### config.mk
export PLATFORM = sky130hd
export DESIGN_NAME = mem_access_unit
export DESIGN_NICKNAME = d
export VERILOG_FILES = /design/src/rtl/mem_access_unit_pkg.sv /design/src/rtl/mem_access_unit_load_ext.sv /design/src/rtl/mem_access_unit.sv
export SDC_FILE = /design/constraint.sdc
export NUM_CORES = 1
export LEC_CHECK = 0
export BUFFER_PORTS_ARGS = -buffer_cell sky130_fd_sc_hd__buf_2
export CAP_MARGIN = 20
export CORE_MARGIN = 2
export CORE_UTILIZATION = 43
export DETAILED_ROUTE_END_ITERATION = 12
export PLACE_DENSITY = 0.82
export SLEW_MARGIN = 15
export SYNTH_ARGS = -nofsm -noshare
export SYNTH_HDL_FRONTEND = slang
export SYNTH_HIERARCHICAL = 1
export SYNTH_SLANG_ARGS = --single-unit
### constraint.sdc
create_clock -name clk -period 2.55 [get_ports clk]
set_input_delay 0.1275 -clock clk [delete_from_list [all_inputs] [get_ports clk]]
set_output_delay 0.1275 -clock clk [all_outputs]
set_load 0.1 [all_outputs]
### src/rtl/mem_access_unit_pkg.sv
// Shared definitions for the MEM-stage load/store unit.
// Memory op codes and size encodings are common with the ALU decode.
package mem_access_unit_pkg;

    // Memory op codes carried on the 8-bit ALU op bus
    localparam logic [7:0] OP_LB  = 8'h20;
    localparam logic [7:0] OP_LBU = 8'h21;
    localparam logic [7:0] OP_LH  = 8'h22;
    localparam logic [7:0] OP_LHU = 8'h23;
    localparam logic [7:0] OP_LW  = 8'h24;
    localparam logic [7:0] OP_SB  = 8'h28;
    localparam logic [7:0] OP_SH  = 8'h29;
    localparam logic [7:0] OP_SW  = 8'h2A;

    // Bus transfer size encodings
    localparam logic [1:0] SIZE_BYTE = 2'd0;
    localparam logic [1:0] SIZE_HALF = 2'd1;
    localparam logic [1:0] SIZE_WORD = 2'd2;

    // Bus transaction FSM states
    typedef enum logic [2:0] {
        ST_IDLE,
        ST_ADDR,
        ST_DATA,
        ST_HOLD,
        ST_CANCEL
    } mem_state_e;

endpackage

### src/rtl/mem_access_unit_load_ext.sv
// Load lane select plus sign/zero extension.
// Purely combinational so the debug/trace path can reuse it on any word.
module mem_load_ext
    import mem_access_unit_pkg::*;
(
    input  logic [7:0]  op_i,
    input  logic [1:0]  addr_lo_i,
    input  logic [31:0] rdata_i,
    output logic [31:0] ext_o
);

    logic [7:0]  byteSel;
    logic [15:0] halfSel;

    // Pick the addressed byte/half and extend it according to the load type
    always_comb begin
        case (addr_lo_i)
            2'd0:    byteSel = rdata_i[7:0];
            2'd1:    byteSel = rdata_i[15:8];
            2'd2:    byteSel = rdata_i[23:16];
            default: byteSel = rdata_i[31:24];
        endcase
        halfSel = addr_lo_i[1] ? rdata_i[31:16] : rdata_i[15:0];
        case (op_i)
            OP_LB:   ext_o = {{24{byteSel[7]}}, byteSel};
            OP_LBU:  ext_o = {24'h000000, byteSel};
            OP_LH:   ext_o = {{16{halfSel[15]}}, halfSel};
            OP_LHU:  ext_o = {16'h0000, halfSel};
            default: ext_o = rdata_i;
        endcase
    end

endmodule

### src/rtl/mem_access_unit.sv
// MEM-stage load/store unit: alignment check, one-outstanding SRAM-like
// bus access with separate address/data handshakes, load extension and
// pipeline stall generation.
module mem_access_unit
    import mem_access_unit_pkg::*;
#(
    parameter bit BYTE_ADDR = 1'b1
)
(
    input  logic        clk,
    input  logic        rst,
    input  logic        flush_except,
    input  logic        pipe_hold,
    input  logic        valid_i,
    input  logic [7:0]  op_i,
    input  logic [31:0] addr_i,
    input  logic [31:0] wdata_i,
    output logic        data_req,
    output logic        data_wr,
    output logic [1:0]  data_size,
    output logic [31:0] data_addr,
    output logic [3:0]  data_wstrb,
    output logic [31:0] data_wdata,
    input  logic        data_addr_ok,
    input  logic        data_data_ok,
    input  logic [31:0] data_rdata,
    output logic [31:0] rdata_o,
    output logic        mem_stall,
    output logic        adel,
    output logic        ades,
    output logic [31:0] badvaddr
);

    mem_state_e  state_q, state_d;
    logic [31:0] rdata_q, rdata_d;
    logic        isLoad, isStore, memOp, misalign, issueOk;
    logic [1:0]  opSize;
    logic [31:0] extData;

    // Classify the op and check natural alignment for its size
    always_comb begin
        isLoad   = 1'b0;
        isStore  = 1'b0;
        opSize   = SIZE_WORD;
        misalign = 1'b0;
        case (op_i)
            OP_LB, OP_LBU: begin isLoad = 1'b1;  opSize = SIZE_BYTE; end
            OP_LH, OP_LHU: begin isLoad = 1'b1;  opSize = SIZE_HALF; end
            OP_LW:         isLoad = 1'b1;
            OP_SB:         begin isStore = 1'b1; opSize = SIZE_BYTE; end
            OP_SH:         begin isStore = 1'b1; opSize = SIZE_HALF; end
            OP_SW:         isStore = 1'b1;
            default:       ;
        endcase
        case (opSize)
            SIZE_HALF: misalign = addr_i[0];
            SIZE_WORD: misalign = addr_i[1] | addr_i[0];
            default:   misalign = 1'b0;
        endcase
    end

    assign memOp    = valid_i & (isLoad | isStore);
    assign issueOk  = memOp & ~misalign & ~flush_except;
    assign adel     = memOp & isLoad & misalign;
    assign ades     = memOp & isStore & misalign;
    assign badvaddr = (adel | ades) ? addr_i : 32'h0000_0000;

    assign data_wr   = isStore;
    assign data_size = opSize;
    assign data_addr = BYTE_ADDR ? addr_i : {addr_i[31:2], 2'b00};

    // Byte strobes and lane-replicated store data
    always_comb begin
        data_wstrb = 4'b0000;
        data_wdata = wdata_i;
        case (op_i)
            OP_SB: begin
                data_wstrb = 4'b0001 << addr_i[1:0];
                data_wdata = {4{wdata_i[7:0]}};
            end
            OP_SH: begin
                data_wstrb = addr_i[1] ? 4'b1100 : 4'b0011;
                data_wdata = {2{wdata_i[15:0]}};
            end
            OP_SW:   data_wstrb = 4'b1111;
            default: ;
        endcase
    end

    mem_load_ext uLoadExt (
        .op_i      (op_i),
        .addr_lo_i (addr_i[1:0]),
        .rdata_i   (data_rdata),
        .ext_o     (extData)
    );

    // Next state, bus request and stall; stall drops in the data_ok cycle so
    // the pipeline advances on the same edge the data is captured
    always_comb begin
        state_d   = state_q;
        rdata_d   = rdata_q;
        data_req  = 1'b0;
        mem_stall = 1'b0;
        rdata_o   = rdata_q;
        case (state_q)
            ST_IDLE: begin
                if (issueOk) begin
                    data_req  = 1'b1;
                    mem_stall = 1'b1;
                    state_d   = data_addr_ok ? ST_DATA : ST_ADDR;
                end
            end
            ST_ADDR: begin
                mem_stall = 1'b1;
                if (flush_except) begin
                    state_d = ST_IDLE;
                end else begin
                    data_req = 1'b1;
                    if (data_addr_ok) state_d = ST_DATA;
                end
            end
            ST_DATA: begin
                if (data_data_ok) begin
                    rdata_d = extData;
                    rdata_o = extData;
                    state_d = (pipe_hold && !flush_except) ? ST_HOLD : ST_IDLE;
                end else begin
                    mem_stall = 1'b1;
                    if (flush_except) state_d = ST_CANCEL;
                end
            end
            ST_HOLD: begin
                if (!pipe_hold || flush_except) state_d = ST_IDLE;
            end
            ST_CANCEL: begin
                mem_stall = memOp;
                if (data_data_ok) state_d = ST_IDLE;
            end
            default: state_d = ST_IDLE;
        endcase
    end

    // State and captured load data registers
    always_ff @(posedge clk) begin
        if (rst) begin
            state_q <= ST_IDLE;
            rdata_q <= 32'h0000_0000;
        end else begin
            state_q <= state_d;
            rdata_q <= rdata_d;
        end
    end

endmodule

# Yosys cells after proc, flatten, opt, wreduce, memory -nomap -nowiden
# Cells that the tools add are included.
# totals
register_bits,35
inputBits,111
out_inout_bits,139
# classes
n_eq_ne,21
shift,1
mux,28
bitwise_logic,12
reduce_logical,11
# ops
operator,count
$pmux 32 s4,1
$mux 32,3
$eq 8x6->1 const B,8
$pmux 32 s2,1
$pmux 8 s3,1
$mux 3,7
$mux 16,1
$pmux 3 s5,1
$pmux 4 s3,1
$reduce_or 3->1,3
$and 1x1->1,7
$eq 3x2->1 const B,2
$ne 2x2->1 const B,3
$ne 3x3->1 const B,2
$mux 1,5
$reduce_and 5->1,1
$reduce_or 5->1,1
$eq 2x1->1 const B,2
$eq 2x2->1 const B,2
$mux 2,2
$mux 4,1
$pmux 1 s2,2
$pmux 1 s4,1
$pmux 2 s2,1
other kinds (10),14

# Depth between registers and ports, before layout
# Gate-level depths: netlist of run 1.
# depth
word_depth,10
ltp_mapped,8

# Modules after synthesis
# Netlist of run 1, hierarchy kept.
# modules_own_cells
module,instances,cells_per_inst,area_per_inst_um2
mem_access_unit,1,308,2687.6
mem_load_ext,1,123,1033.5

# Worst setup path after synthesis of run 1
# Ideal clock, no wire load.
# synth_timing
path_type,input to output
from,input op_i[4]
to,output data_req
t_arrival_ns,3.496
t_required_ns,2.423
slack_ns,-1.073
stages,5
n_path_buf,1
cell_sequence,or4b_1 buf_2 o31ai_1 nand4b_1 a21boi_0
# synth_between
elab_chain_cells,10
# synth_rtl
item,line_no,rtl
"start, declared",mem_access_unit.sv:15,"input logic [7:0] op_i,"
$eq 8x6->1,mem_access_unit.sv:46,case (op_i)
$reduce_or 3->1 (no source line),--,
$pmux 2 s2,mem_access_unit.sv:46,
$eq 2x2->1 or $eq 2x1->1 (tied branches),mem_access_unit.sv:55,case (opSize)
$pmux 1 s2,mem_access_unit.sv:55,
$not 1->1,mem_access_unit.sv:63,assign issueOk = memOp & ~misalign & ~flush_except;
$and 1x1->1 * (2 in a row),mem_access_unit.sv:63,
$mux 1 *,mem_access_unit.sv:107,if (issueOk) begin
$pmux 1 s2 *,mem_access_unit.sv:105,case (state_q)
"end, declared",mem_access_unit.sv:18,"output logic data_req,"
# Mark *: on every way between the ends. The rest lies on a longest branch, timed or not.

# Worst setup path in the final report of run 1
# layout_timing
from,input op_i[4]
to,output data_wdata[11]
# layout_between
elab_chain_cells,2
# layout_rtl
item,line_no,rtl
$eq 8x6->1,mem_access_unit.sv:76,case (op_i)
$pmux 32 s2 *,mem_access_unit.sv:76,
"end, declared",mem_access_unit.sv:23,"output logic [31:0] data_wdata,"
# Marked as above.

==> flow_summary.ini, run 1 <==
[run_status]
run_status = complete, no violations

[synthesis]
post_synth_instance_area_um2 = 3720
synth_largest_area_cell = sky130_fd_sc_hd__dfxtp_1
post_synth_inst_count = 431
synthDistinctLibCells = 54
ys_dominant_reg_cell = sky130_fd_sc_hd__dfxtp_1
yosys-top-cells-area = sky130_fd_sc_hd__dfxtp_1 19%, sky130_fd_sc_hd__mux2_2 15%, sky130_fd_sc_hd__buf_4 8.9%
yosys.area.top_type_share_pct = 18.8
synth.net_count = 542
ys_seq_elements = 35
synth_area_per_cell_um2 = 8.63
proportion_of_register_bits_with_asynchronous_set_or_reset_after_synthesis_pct = 0
ys_warn_count = 6
ys_seq_area_share_pct = 18.8
synth-edff-count = 0

[setup_path]
crit-reg2reg-launch = state_q[1]$_SDFFE_PP0P_
critical_path.max_fanout = 8
worstPathRequired_ns = 2.42
end_of_the_worst_register_to_register_path = rdata_q[13]$_SDFF_PP0_
crit_path_start_kind = input pin
worstSetupEndpointType = output pin
worst-endpoint-arrival_ns = 2.32
setup.reg_to_reg.worst_slack_ns = 0.69
critPathKind = input pin to output pin
ff2ff_path_depth = 4

[pwr]
power.density_nw_per_um2 = 334
vdd_drop_max_mv = 0.260
leakagePower_nw = 2.66

[clock_network]
cts-resized-gates = 0
cts_made_buffers = 5
clk_root_buffer_cell = sky130_fd_sc_hd__clkbuf_8
cts.reportedPaths.clkPinSlew_ns = 0.08
cts_sinks = 35
cts.hold.buffers_added = 0
cts_tree = yes
cts_max_path_buffers = 2
h-tree-depth = 2
postCtsSetupBuffers = 0
clock_latency_ns = 0.29

[sta]
slew_viol_final = 0
rsz0062_at_grt = no
max_frequency_mhz = 408
rel_slew_slack_pct = 50.8
report.final.hold_viol_count = 0
post-route-worst-setup-slack_ns = 0.101
timing.final.crit_period_ns = 2.45
finalSetupViolCount = 0
tightest_slew_ns = 0.738
timing.clock.skew_ns = 0.00989
finalSetupTns_ns = 0
post-route-period-util_pct = 96.0

[floorplanning]
die_height_um = 97.0
initial_utilization_pct = 44.8
floorplan.die.width_um = 97.0
placement_rows = 33
die-area_um2 = 9410
pin_count = 250
core_um2 = 8300

[drt]
detail_route.iter0.violations = 273
detailroute.wirelength.met3_mm = 1.15
route.vias.total = 4173
finalWirelength_mm = 14.1
drt.antenna.violating_nets = 0
met1Wirelength_mm = 5.08
route.met2.wl_mm = 7.00
highest_layer_used_for_signal_routing = met4
avgViaCountPerCell = 5.73
routed_wire_length_per_instance_um = 19.3
detailedRoute.firstPassIterationCount = 5
drc = 0

[grt]
total_congestion_overflow = 0
antenna_found_initial = 4
largest_net_degree_at_the_start_of_global_routing = 38
grt_pass1_wl_mm = 21.3
grt_pass1_vias = 3829
gr-usage-all-layers_pct = 28.2

[cells_and_area]
final_core_util_pct = 67.8
stdcell_count = 728
area_delta_synth_final_pct = 51.1
post_route_cells_drive_above_1_share_pct = 58.8
nets = 729

[place]
io_buffer_count = 249
dp.final_hpwl_mm = 11.1
gp_routability_congestion = 0.952
dp.cells = 716
worst_setup_slack_before_clock_tree_synthesis_ns = 0.133

[min_path]
hold_path.class = input pin to register
timing.hold.worst.start = data_data_ok
whs_path_depth = 2
hold-path-endpoint = state_q[2]$_SDFFE_PP0P_

[job]
max_cap_viol_count = 0
power breakdown:
group | internal [mW] | switching [mW]
logic | 0.256 | 0.667
clock network | 0.191 | 0.217
registers | 0.546 | 0.000119
total | 0.993 | 0.885
critical path, cell delays in order:
cell	delay [ns]
sky130_fd_sc_hd__buf_2	0.13
sky130_fd_sc_hd__or4b_1	0.65
sky130_fd_sc_hd__nor4b_4	0.31
sky130_fd_sc_hd__and2_1	0.41
sky130_fd_sc_hd__mux2_2	0.40
sky130_fd_sc_hd__buf_2	0.29
worst max-delay path by stage:
stage                        from             end  slack [ns]  cells after the start
after floorplan           op_i[4]  data_wdata[25]       -0.52                      6
after global placement    op_i[4]  data_wdata[11]        0.21                      6
after detailed placement  op_i[4]  data_wdata[11]        0.13                      6
after CTS                 op_i[4]  data_wdata[11]        0.13                      6
after global routing      op_i[4]  data_wdata[11]      0.0003                      6
final                     op_i[4]  data_wdata[11]        0.10                      6
layer usage:
| metal | vias to the layer above | global-route usage (%) |
|---|---|---|
| met2 | 281 | 49.2 |
| li1 | 1895 | - |
| met1 | 1935 | 32.6 |
| met4 | 0 | 15.2 |
| met5 | - | 0 |
| met3 | 62 | 4.99 |
kinds of logic after synthesis:
logic type	share of synthesized area (%)
AND/OR/NAND/NOR	21.5
AO/OA/AOI/OAI	19.6
multiplexers	24.9
buffers and inverters	15.2
flip-flops	18.8
area by class of cell:
type / count / area, um2
inverter: 16 / 60.1
fill: 639 / 2680
clock buffer: 6 / 72.6
antenna: 4 / 10.0
tap: 105 / 131
multi-input combinational: 299 / 2490
sequential: 35 / 701
clock inverter: 2 / 12.5
timing repair buffer: 261 / 2140
placed cells by master, fill, tap and decap left out, types with 2 or more instances in the layout:
cell type,Yosys,final
sky130_fd_sc_hd__a2111oi_0,2,2
sky130_fd_sc_hd__a211o_1,3,3
sky130_fd_sc_hd__a211o_2,4,4
sky130_fd_sc_hd__a211oi_1,8,8
sky130_fd_sc_hd__a21oi_1,23,20
sky130_fd_sc_hd__a21oi_2,0,3
sky130_fd_sc_hd__a22o_1,2,2
sky130_fd_sc_hd__a41o_1,7,7
sky130_fd_sc_hd__and2_1,14,14
sky130_fd_sc_hd__and2_2,21,21
sky130_fd_sc_hd__buf_12,0,54
sky130_fd_sc_hd__buf_2,9,197
sky130_fd_sc_hd__buf_4,44,10
sky130_fd_sc_hd__clkbuf_8,0,5
sky130_fd_sc_hd__dfxtp_1,35,35
sky130_fd_sc_hd__diode_2,0,4
sky130_fd_sc_hd__inv_1,16,16
sky130_fd_sc_hd__mux2_2,50,50
sky130_fd_sc_hd__mux2i_1,16,16
sky130_fd_sc_hd__mux4_2,8,8
sky130_fd_sc_hd__nand2_1,5,5
sky130_fd_sc_hd__nand2b_1,3,3
sky130_fd_sc_hd__nand3_1,2,2
sky130_fd_sc_hd__nor2_1,23,23
sky130_fd_sc_hd__nor2b_1,33,32
sky130_fd_sc_hd__nor3_1,2,2
sky130_fd_sc_hd__nor4_1,8,8
sky130_fd_sc_hd__nor4b_1,2,2
sky130_fd_sc_hd__nor4b_4,2,2
sky130_fd_sc_hd__o21a_1,3,3
sky130_fd_sc_hd__o21ai_0,8,8
sky130_fd_sc_hd__o2bb2ai_1,23,23
sky130_fd_sc_hd__o32ai_1,2,2
sky130_fd_sc_hd__or2_2,3,3
sky130_fd_sc_hd__or4b_1,2,2
sequential cells by signal, indices dropped and copies added (netlist names):
register / flops
rdata_q: 32
state_q: 3
Yosys cell counts, types with 2 or more instances:
cell and count:
sky130_fd_sc_hd__mux2_2 50, sky130_fd_sc_hd__buf_4 44, sky130_fd_sc_hd__dfxtp_1 35, sky130_fd_sc_hd__nor2b_1 33, sky130_fd_sc_hd__a21oi_1 23, sky130_fd_sc_hd__clkbuf_1 23
sky130_fd_sc_hd__nor2_1 23, sky130_fd_sc_hd__o2bb2ai_1 23, sky130_fd_sc_hd__and2_2 21, sky130_fd_sc_hd__inv_1 16, sky130_fd_sc_hd__mux2i_1 16, sky130_fd_sc_hd__and2_1 14
sky130_fd_sc_hd__buf_2 9, sky130_fd_sc_hd__a211oi_1 8, sky130_fd_sc_hd__mux4_2 8, sky130_fd_sc_hd__nor4_1 8, sky130_fd_sc_hd__o21ai_0 8, sky130_fd_sc_hd__a41o_1 7
sky130_fd_sc_hd__nand2_1 5, sky130_fd_sc_hd__a211o_2 4, sky130_fd_sc_hd__a211o_1 3, sky130_fd_sc_hd__nand2b_1 3, sky130_fd_sc_hd__o21a_1 3, sky130_fd_sc_hd__or2_2 3
sky130_fd_sc_hd__a2111oi_0 2, sky130_fd_sc_hd__a22o_1 2, sky130_fd_sc_hd__a31oi_1 2, sky130_fd_sc_hd__buf_1 2, sky130_fd_sc_hd__buf_6 2, sky130_fd_sc_hd__nand3_1 2
sky130_fd_sc_hd__nor3_1 2, sky130_fd_sc_hd__nor4b_1 2, sky130_fd_sc_hd__nor4b_4 2, sky130_fd_sc_hd__o32ai_1 2, sky130_fd_sc_hd__or4b_1 2
stage by stage:
| step | power, mW | cell area [um2] | hold WS, ns |
|---|---|---|---|
| global route | 1.94 | 5620 | 0.0616 |
| CTS | 1.87 | 5610 | 0.0622 |
| global placement | 1.46 | 5530 | 0.356 |
| detailed placement | 1.47 | 5530 | 0.372 |
| finish | 1.88 | 5620 | 0.0604 |
| floorplan | 1.24 | 3740 | 0.217 |
(Power assumes the default switching activity.)
==> inputs of run 2 (changes only) <==
CORE_AREA = 2 2 96 98   (was unset)
CORE_MARGIN = unset   (was 2)
CORE_UTILIZATION = unset   (was 43)
DIE_AREA = 0 0 98 100   (was unset)
PLACE_DENSITY = 0.77   (was 0.82)
SYNTH_HIERARCHICAL = unset   (was 1)
==> run 2 against run 1 <==
Total power shrank 2.8%. Non-clock buffer count shrank 3. Design area grew 2.7%. Synthesized cell count grew 0.23%. Wire length shrank 1.9%. Clock skew shrank 0.0045 ns. First-iteration DRC count shrank 36%. Flip-flop and latch count is the same. Die area grew 4.1%.
==> flow_summary.ini, run 2 <==
[run_status]
run_status = complete, no violations

[synthesis]
synthDistinctLibCells = 59
yosys.area.top_type_share_pct = 21.2
synth.net_count = 543
yosys-top-cells-area = sky130_fd_sc_hd__dfxtp_1 21%, sky130_fd_sc_hd__mux2_2 10%, sky130_fd_sc_hd__buf_4 9.3%
post_synth_instance_area_um2 = 3310
synth_most_common_cell = sky130_fd_sc_hd__a21oi_1
ys_seq_area_share_pct = 21.2
ys_warn_count = 0
proportion_of_register_bits_with_asynchronous_set_or_reset_after_synthesis_pct = 0
ys_seq_elements = 35
synth_largest_area_cell = sky130_fd_sc_hd__dfxtp_1
synth-edff-count = 0
synth.top_cells.by_count = 44 x sky130_fd_sc_hd__a21oi_1, 41 x sky130_fd_sc_hd__buf_4, 40 x sky130_fd_sc_hd__and2_1, 40 x sky130_fd_sc_hd__nor2_1, 35 x sky130_fd_sc_hd__dfxtp_1
synth_area_per_cell_um2 = 7.66
ys_dominant_reg_cell = sky130_fd_sc_hd__dfxtp_1
post_synth_inst_count = 432

[min_path]
hold-path-endpoint = state_q[2]$_SDFFE_PP0P_
timing.hold.worst.start = data_data_ok
hold_path.class = input pin to register
whs_path_depth = 2

[grt]
gr-usage-all-layers_pct = 27.2
total_congestion_overflow = 0
antenna_found_initial = 1
largest_net_degree_at_the_start_of_global_routing = 37
grt_pass1_wl_mm = 21.4
grt_pass1_vias = 4056

[drt]
drt.antenna.violating_nets = 0
drc = 0
detailroute.wirelength.met3_mm = 1.25
route.met2.wl_mm = 7.22
avgViaCountPerCell = 5.56
finalWirelength_mm = 13.8
highest_layer_used_for_signal_routing = met4
detail_route.iter0.violations = 176
detailedRoute.firstPassIterationCount = 4
route.vias.total = 4082
routed_wire_length_per_instance_um = 18.8
met1Wirelength_mm = 5.07

[sta]
report.final.hold_viol_count = 0
max_frequency_mhz = 420
finalSetupViolCount = 0
post-route-period-util_pct = 93.4
rel_slew_slack_pct = 47.3
finalSetupTns_ns = 0
hold_slack_ns = 0.105
timing.final.crit_period_ns = 2.38
slew_viol_final = 0
timing.clock.skew_ns = 0.00540
tightest_slew_ns = 0.787
rsz0062_at_grt = no

[cells_and_area]
seqCellArea_um2 = 702
post_route_cells_drive_above_1_share_pct = 57.1
filler_cell_count = 708
area_delta_synth_final_pct = 74.4
multi_input_area_um2 = 2310
nets = 733
commonest_non_fill_non_tap_cell_in_the_layout = sky130_fd_sc_hd__buf_2
layout_top_registers = rdata_q: 32 flops, state_q: 3 flops
mostFrequentLayoutCells = 172 x sky130_fd_sc_hd__buf_2, 79 x sky130_fd_sc_hd__buf_12, 40 x sky130_fd_sc_hd__and2_1, 34 x sky130_fd_sc_hd__dfxtp_1, 31 x sky130_fd_sc_hd__nor2_1
largest_register_ff_count = 32
largest_register = rdata_q

[floorplanning]
pin_count = 250
core_um2 = 8890
floorplan.die.width_um = 98
die_height_um = 100
placement_rows = 35
initial_utilization_pct = 37.2
die-area_um2 = 9800

[setup_path]
crit-reg2reg-launch = state_q[0]$_SDFFE_PP0P_
crit_path_start_kind = register
setup.reg_to_reg.worst_slack_ns = 0.66
critical_path.max_fanout = 30
ff2ff_path_depth = 4
critPathKind = register to output pin
worstPathRequired_ns = 2.42
worst-endpoint-arrival_ns = 2.25
end_of_the_worst_register_to_register_path = state_q[0]$_SDFFE_PP0P_
worstSetupEndpointType = output pin

[clock_network]
h-tree-depth = 2
clock_latency_ns = 0.29
postCtsSetupBuffers = 0
cts_tree = yes
clk_root_buffer_cell = sky130_fd_sc_hd__clkbuf_8
cts_max_path_buffers = 2
cts_sinks = 35
cts.reportedPaths.clkPinSlew_ns = 0.07
cts_made_buffers = 5

[place]
io_buffer_count = 249
gp_routability_congestion = 0.864
dp.final_hpwl_mm = 11.5

[pwr]
leakagePower_nw = 2.52
vdd_drop_max_mv = 0.213
power.density_nw_per_um2 = 316
p_total_mw = 1.83

[job]
max_cap_viol_count = 0
run 2: changes by cell type after synthesis, moves of 20 or more:
cell and change:
sky130_fd_sc_hd__and2_2 -21, sky130_fd_sc_hd__o2bb2ai_1 -23, sky130_fd_sc_hd__a21oi_1 +21, sky130_fd_sc_hd__nor2b_1 -32, sky130_fd_sc_hd__and2_1 +26, sky130_fd_sc_hd__mux2_2 -20
sky130_fd_sc_hd__nand2_1 +24
run 2: timing repair:
action                                  CTS  global route
hold buffers                              0             0
endpoints found under the setup margin    0            19
gates resized for setup                   0             1
run 2: kinds of logic (layout without fill, tap and decap cells):
group / Yosys count / in the layout / synth area share (%)
AO/OA/AOI/OAI: 112 / 112 / 23.5
multiplexers: 41 / 41 / 13.9
flip-flops: 35 / 35 / 21.2
AND/OR/NAND/NOR: 160 / 160 / 26.6
buffers and inverters: 84 / 274 / 14.8
other: 0 / 1 / 0
run 2: layout make-up:
cell class                 instances  share of cell area [%]
multi-input combinational        313                    40.1
timing repair buffer             258                    43.2
sequential                        35                    12.2
antenna                            1                  0.0433
tap                              111                    2.41
clock buffer                       6                    1.43
inverter                           9                   0.585
clock inverter                     1                  0.0867
run 2: metal layers:
metal	vias up	GRT usage, %
li1	1922	-
met1	1925	32.1
met2	213	50.1
met3	22	6.27
met4	0	6.09
met5	-	0
run 2: how the worst max path moves through the flow:
| stage | startpoint | end | slack, ns | depth (start not counted) |
|---|---|---|---|---|
| floorplan | op_i[4] | mem_stall | -0.47 | 5 |
| finish | state_q[2]$_SDFFE_PP0P_ | rdata_o[24] | 0.17 | 5 |
| global placement | op_i[4] | rdata_o[24] | 0.30 | 8 |
| CTS | state_q[1]$_SDFFE_PP0P_ | rdata_o[24] | 0.05 | 5 |
| global route | state_q[2]$_SDFFE_PP0P_ | rdata_o[25] | 0.06 | 5 |
| detailed placement | op_i[0] | ades | 0.16 | 6 |
run 2: per-stage QoR:
stage          cells  setup WS, ns  area (um2)  utilization (%)
4_1_cts          733        0.0458        5760             64.8
6_report         734         0.169        5770             65.0
2_1_floorplan    432        -0.475        3480                -
5_1_grt          733        0.0637        5770             64.9
3_3_place_gp     726         0.296        5680             63.8
3_5_place_dp     726         0.156        5680             63.8
run 2: critical path, stage by stage, from the launching register on:
cell and delay (ns):
sky130_fd_sc_hd__dfxtp_1 0.48, sky130_fd_sc_hd__nor4bb_4 0.39, sky130_fd_sc_hd__buf_4 0.37, sky130_fd_sc_hd__nor2_1 0.12
sky130_fd_sc_hd__a21oi_2 0.15, sky130_fd_sc_hd__buf_2 0.44
run 2: power breakdown:
group	internal [mW]	total (mW)	switching, mW
logic	0.237	0.863	0.626
registers	0.547	0.547	0.000228
clock network	0.212	0.415	0.203
==> inputs of run 3 (changes only) <==
ABC_AREA = 1   (was unset)
CORE_AREA = 2 2 97 99   (was 2 2 96 98)
DIE_AREA = 0 0 99 101   (was 0 0 98 100)
PLACE_DENSITY = 0.76   (was 0.77)
==> run 3 against run 2 <==
Sequential share of layout area rose by 1.3 points. Clock skew rose by 0.0026 ns. Global-route usage fell by 4.3 points. Cell count rose by 22%. Sequential power rose by 23%. Design area fell by 10%. Worst setup slack improved by 0.23 ns. Clock power rose by 25%.
==> flow_summary.ini, run 3 <==
[drt]
route.vias.total = 4202
met1Wirelength_mm = 4.47
drt.antenna.violating_nets = 0
highest_layer_used_for_signal_routing = met4
routed_wire_length_per_instance_um = 13.2
avgViaCountPerCell = 4.69
route.met2.wl_mm = 6.16
detail_route.iter0.violations = 168
finalWirelength_mm = 11.8
detailedRoute.firstPassIterationCount = 4
detailroute.wirelength.met3_mm = 1.03
drc = 0

[synthesis]
proportion_of_register_bits_with_asynchronous_set_or_reset_after_synthesis_pct = 0
ys_warn_count = 0
synth_largest_area_cell = sky130_fd_sc_hd__dfxtp_1
synth_most_common_cell = sky130_fd_sc_hd__nand2_1
synthDistinctLibCells = 33
synth_area_per_cell_um2 = 5.83
synth-edff-count = 0
synth.net_count = 698
yosys.area.top_type_share_pct = 20.5
post_synth_instance_area_um2 = 3420
ys_seq_elements = 35
ys_dominant_reg_cell = sky130_fd_sc_hd__dfxtp_1
synth.top_cells.by_count = 144 x sky130_fd_sc_hd__nand2_1, 97 x sky130_fd_sc_hd__inv_1, 58 x sky130_fd_sc_hd__a21oi_1
yosys-top-cells-area = sky130_fd_sc_hd__dfxtp_1 20%, sky130_fd_sc_hd__nand2_1 16%, sky130_fd_sc_hd__inv_1 11%
post_synth_inst_count = 587
ys_seq_area_share_pct = 20.5

[setup_path]
crit-reg2reg-launch = state_q[1]$_SDFFE_PP0P_
critical_path.cell_chain = inv_2 -> nor3_2 -> nand2_1 -> inv_2 -> nand2_1 -> nor3_1 -> nor2_1 -> buf_2
worst-endpoint-arrival_ns = 2.02
worstPathRequired_ns = 2.42
timing.critical_path.from = state_q[1]$_SDFFE_PP0P_
cpPeakStageDelay_ns = 0.44
ff2ff_path_depth = 7
crit_path_start_kind = register
max_stage_delay_cell_worst_path = sky130_fd_sc_hd__dfxtp_1
critPathKind = register to output pin
worstSetupEndpointType = output pin
critical_path.max_fanout = 19

[sta]
post-route-worst-setup-slack_ns = 0.401
hold_slack_ns = 0.187
slew_viol_final = 0
finalSetupTns_ns = 0
max_frequency_mhz = 465
tightest_slew_ns = 0.652
report.final.hold_viol_count = 0
rel_slew_slack_pct = 56.5
timing.clock.skew_ns = 0.00802
finalSetupViolCount = 0
post-route-period-util_pct = 84.3
timing.final.crit_period_ns = 2.15
rsz0062_at_grt = no

[cells_and_area]
largest_register = rdata_q
post_route_cells_drive_above_1_share_pct = 43.1
mostFrequentLayoutCells = 213 x sky130_fd_sc_hd__buf_2, 143 x sky130_fd_sc_hd__nand2_1, 97 x sky130_fd_sc_hd__inv_1, 58 x sky130_fd_sc_hd__a21oi_1, 37 x sky130_fd_sc_hd__buf_12
commonest_non_fill_non_tap_cell_in_the_layout = sky130_fd_sc_hd__buf_2
finished_layout_cell_area_um2 = 5190
largest_register_ff_count = 32
antenna-diode-count = 0
layout_top_registers = rdata_q: 32 flops, state_q: 3 flops
nets = 895
stdcell_count = 896
area_delta_synth_final_pct = 51.6
final_core_util_pct = 57.8

[clock_network]
cts_made_buffers = 5
cts.reportedPaths.clkPinSlew_ns = 0.07
cts_tree = yes
clock_latency_ns = 0.29
clk_root_buffer_cell = sky130_fd_sc_hd__clkbuf_8
h-tree-depth = 2
cts-resized-gates = 0
cts.hold.buffers_added = 0
postCtsSetupBuffers = 0
cts_max_path_buffers = 2
cts_sinks = 35

[floorplanning]
floorplan.die.width_um = 99
die-area_um2 = 10000
core_um2 = 8980
die_height_um = 101
initial_utilization_pct = 38.1
pin_count = 250
placement_rows = 35

[grt]
antenna_found_initial = 0
grt_pass1_vias = 3904
largest_net_degree_at_the_start_of_global_routing = 47
total_congestion_overflow = 0
grt_pass1_wl_mm = 18.5
gr-usage-all-layers_pct = 22.8

[min_path]
timing.hold.worst.start = data_addr_ok
hold_path.class = input pin to register
whs_path_depth = 4

[place]
worst_setup_slack_before_clock_tree_synthesis_ns = 0.527
post_dp_cell_area_um2 = 5070
dp.final_hpwl_mm = 9.71
io_buffer_count = 249
gp_routability_congestion = 0.862
dp.cells = 888

[pwr]
vdd_drop_max_mv = 0.902
power.density_nw_per_um2 = 841
p_total_mw = 4.37
leakagePower_nw = 3.00

[run_status]
run_status = complete, no violations

[job]
max_cap_viol_count = 0
[run 3: cell types whose count changed in the layout (fill, tap and decap cells not counted), sizes merged, moves of 23 or more]
cell   before  now
nor2       42   72
inv         8  102
mux2       30    0
and2       40    0
nand2      29  148
o21ai      13   36
[run 3: final cells by class]
cell class / count / area [um2]
multi-input cells: 384 / 2000
clock buffers: 6 / 82.6
fillers: 880 / 3790
flip-flops and latches: 35 / 701
repair buffers: 256 / 1850
clock inverters: 2 / 35.0
inverters: 102 / 383
well taps: 111 / 139
[run 3: path summary, 6_finish.rpt]
check / endpoint / slack, ns
max: rdata_o[7] / 0.40
min: state_q[0]$_SDFFE_PP0P_ / 0.19
max reg2reg: rdata_q[6]$_SDFF_PP0_ / 0.97
min reg2reg: rdata_q[10]$_SDFF_PP0_ / 0.47
[run 3: cells by family after synthesis]
kind of cell    share of synthesized area (%)
buf+inv                                  24.5
flops                                    20.5
compound gates                           19.0
simple gates                             36.0
[run 3: metal layers]
layer,global-route usage (%),vias to the layer above
li1,-,2169
met1,25.0,1856
met2,43.6,165
met3,5.89,12
met4,5.80,0
met5,0,-
[run 3: critical path, delay by kind of cell, from the launching register on]
family	cells	cell delay, ns
AND/OR/NAND/NOR	5	0.67
flip-flops	1	0.44
buffers and inverters	3	0.63
[run 3: power breakdown]
part	internal (mW)	switching (mW)	leakage, nW
Combinational	0.932	2.24	2.65
Clock	0.316	0.203	0.0612
Sequential	0.634	0.0383	0.284
Total	1.88	2.49	3.00
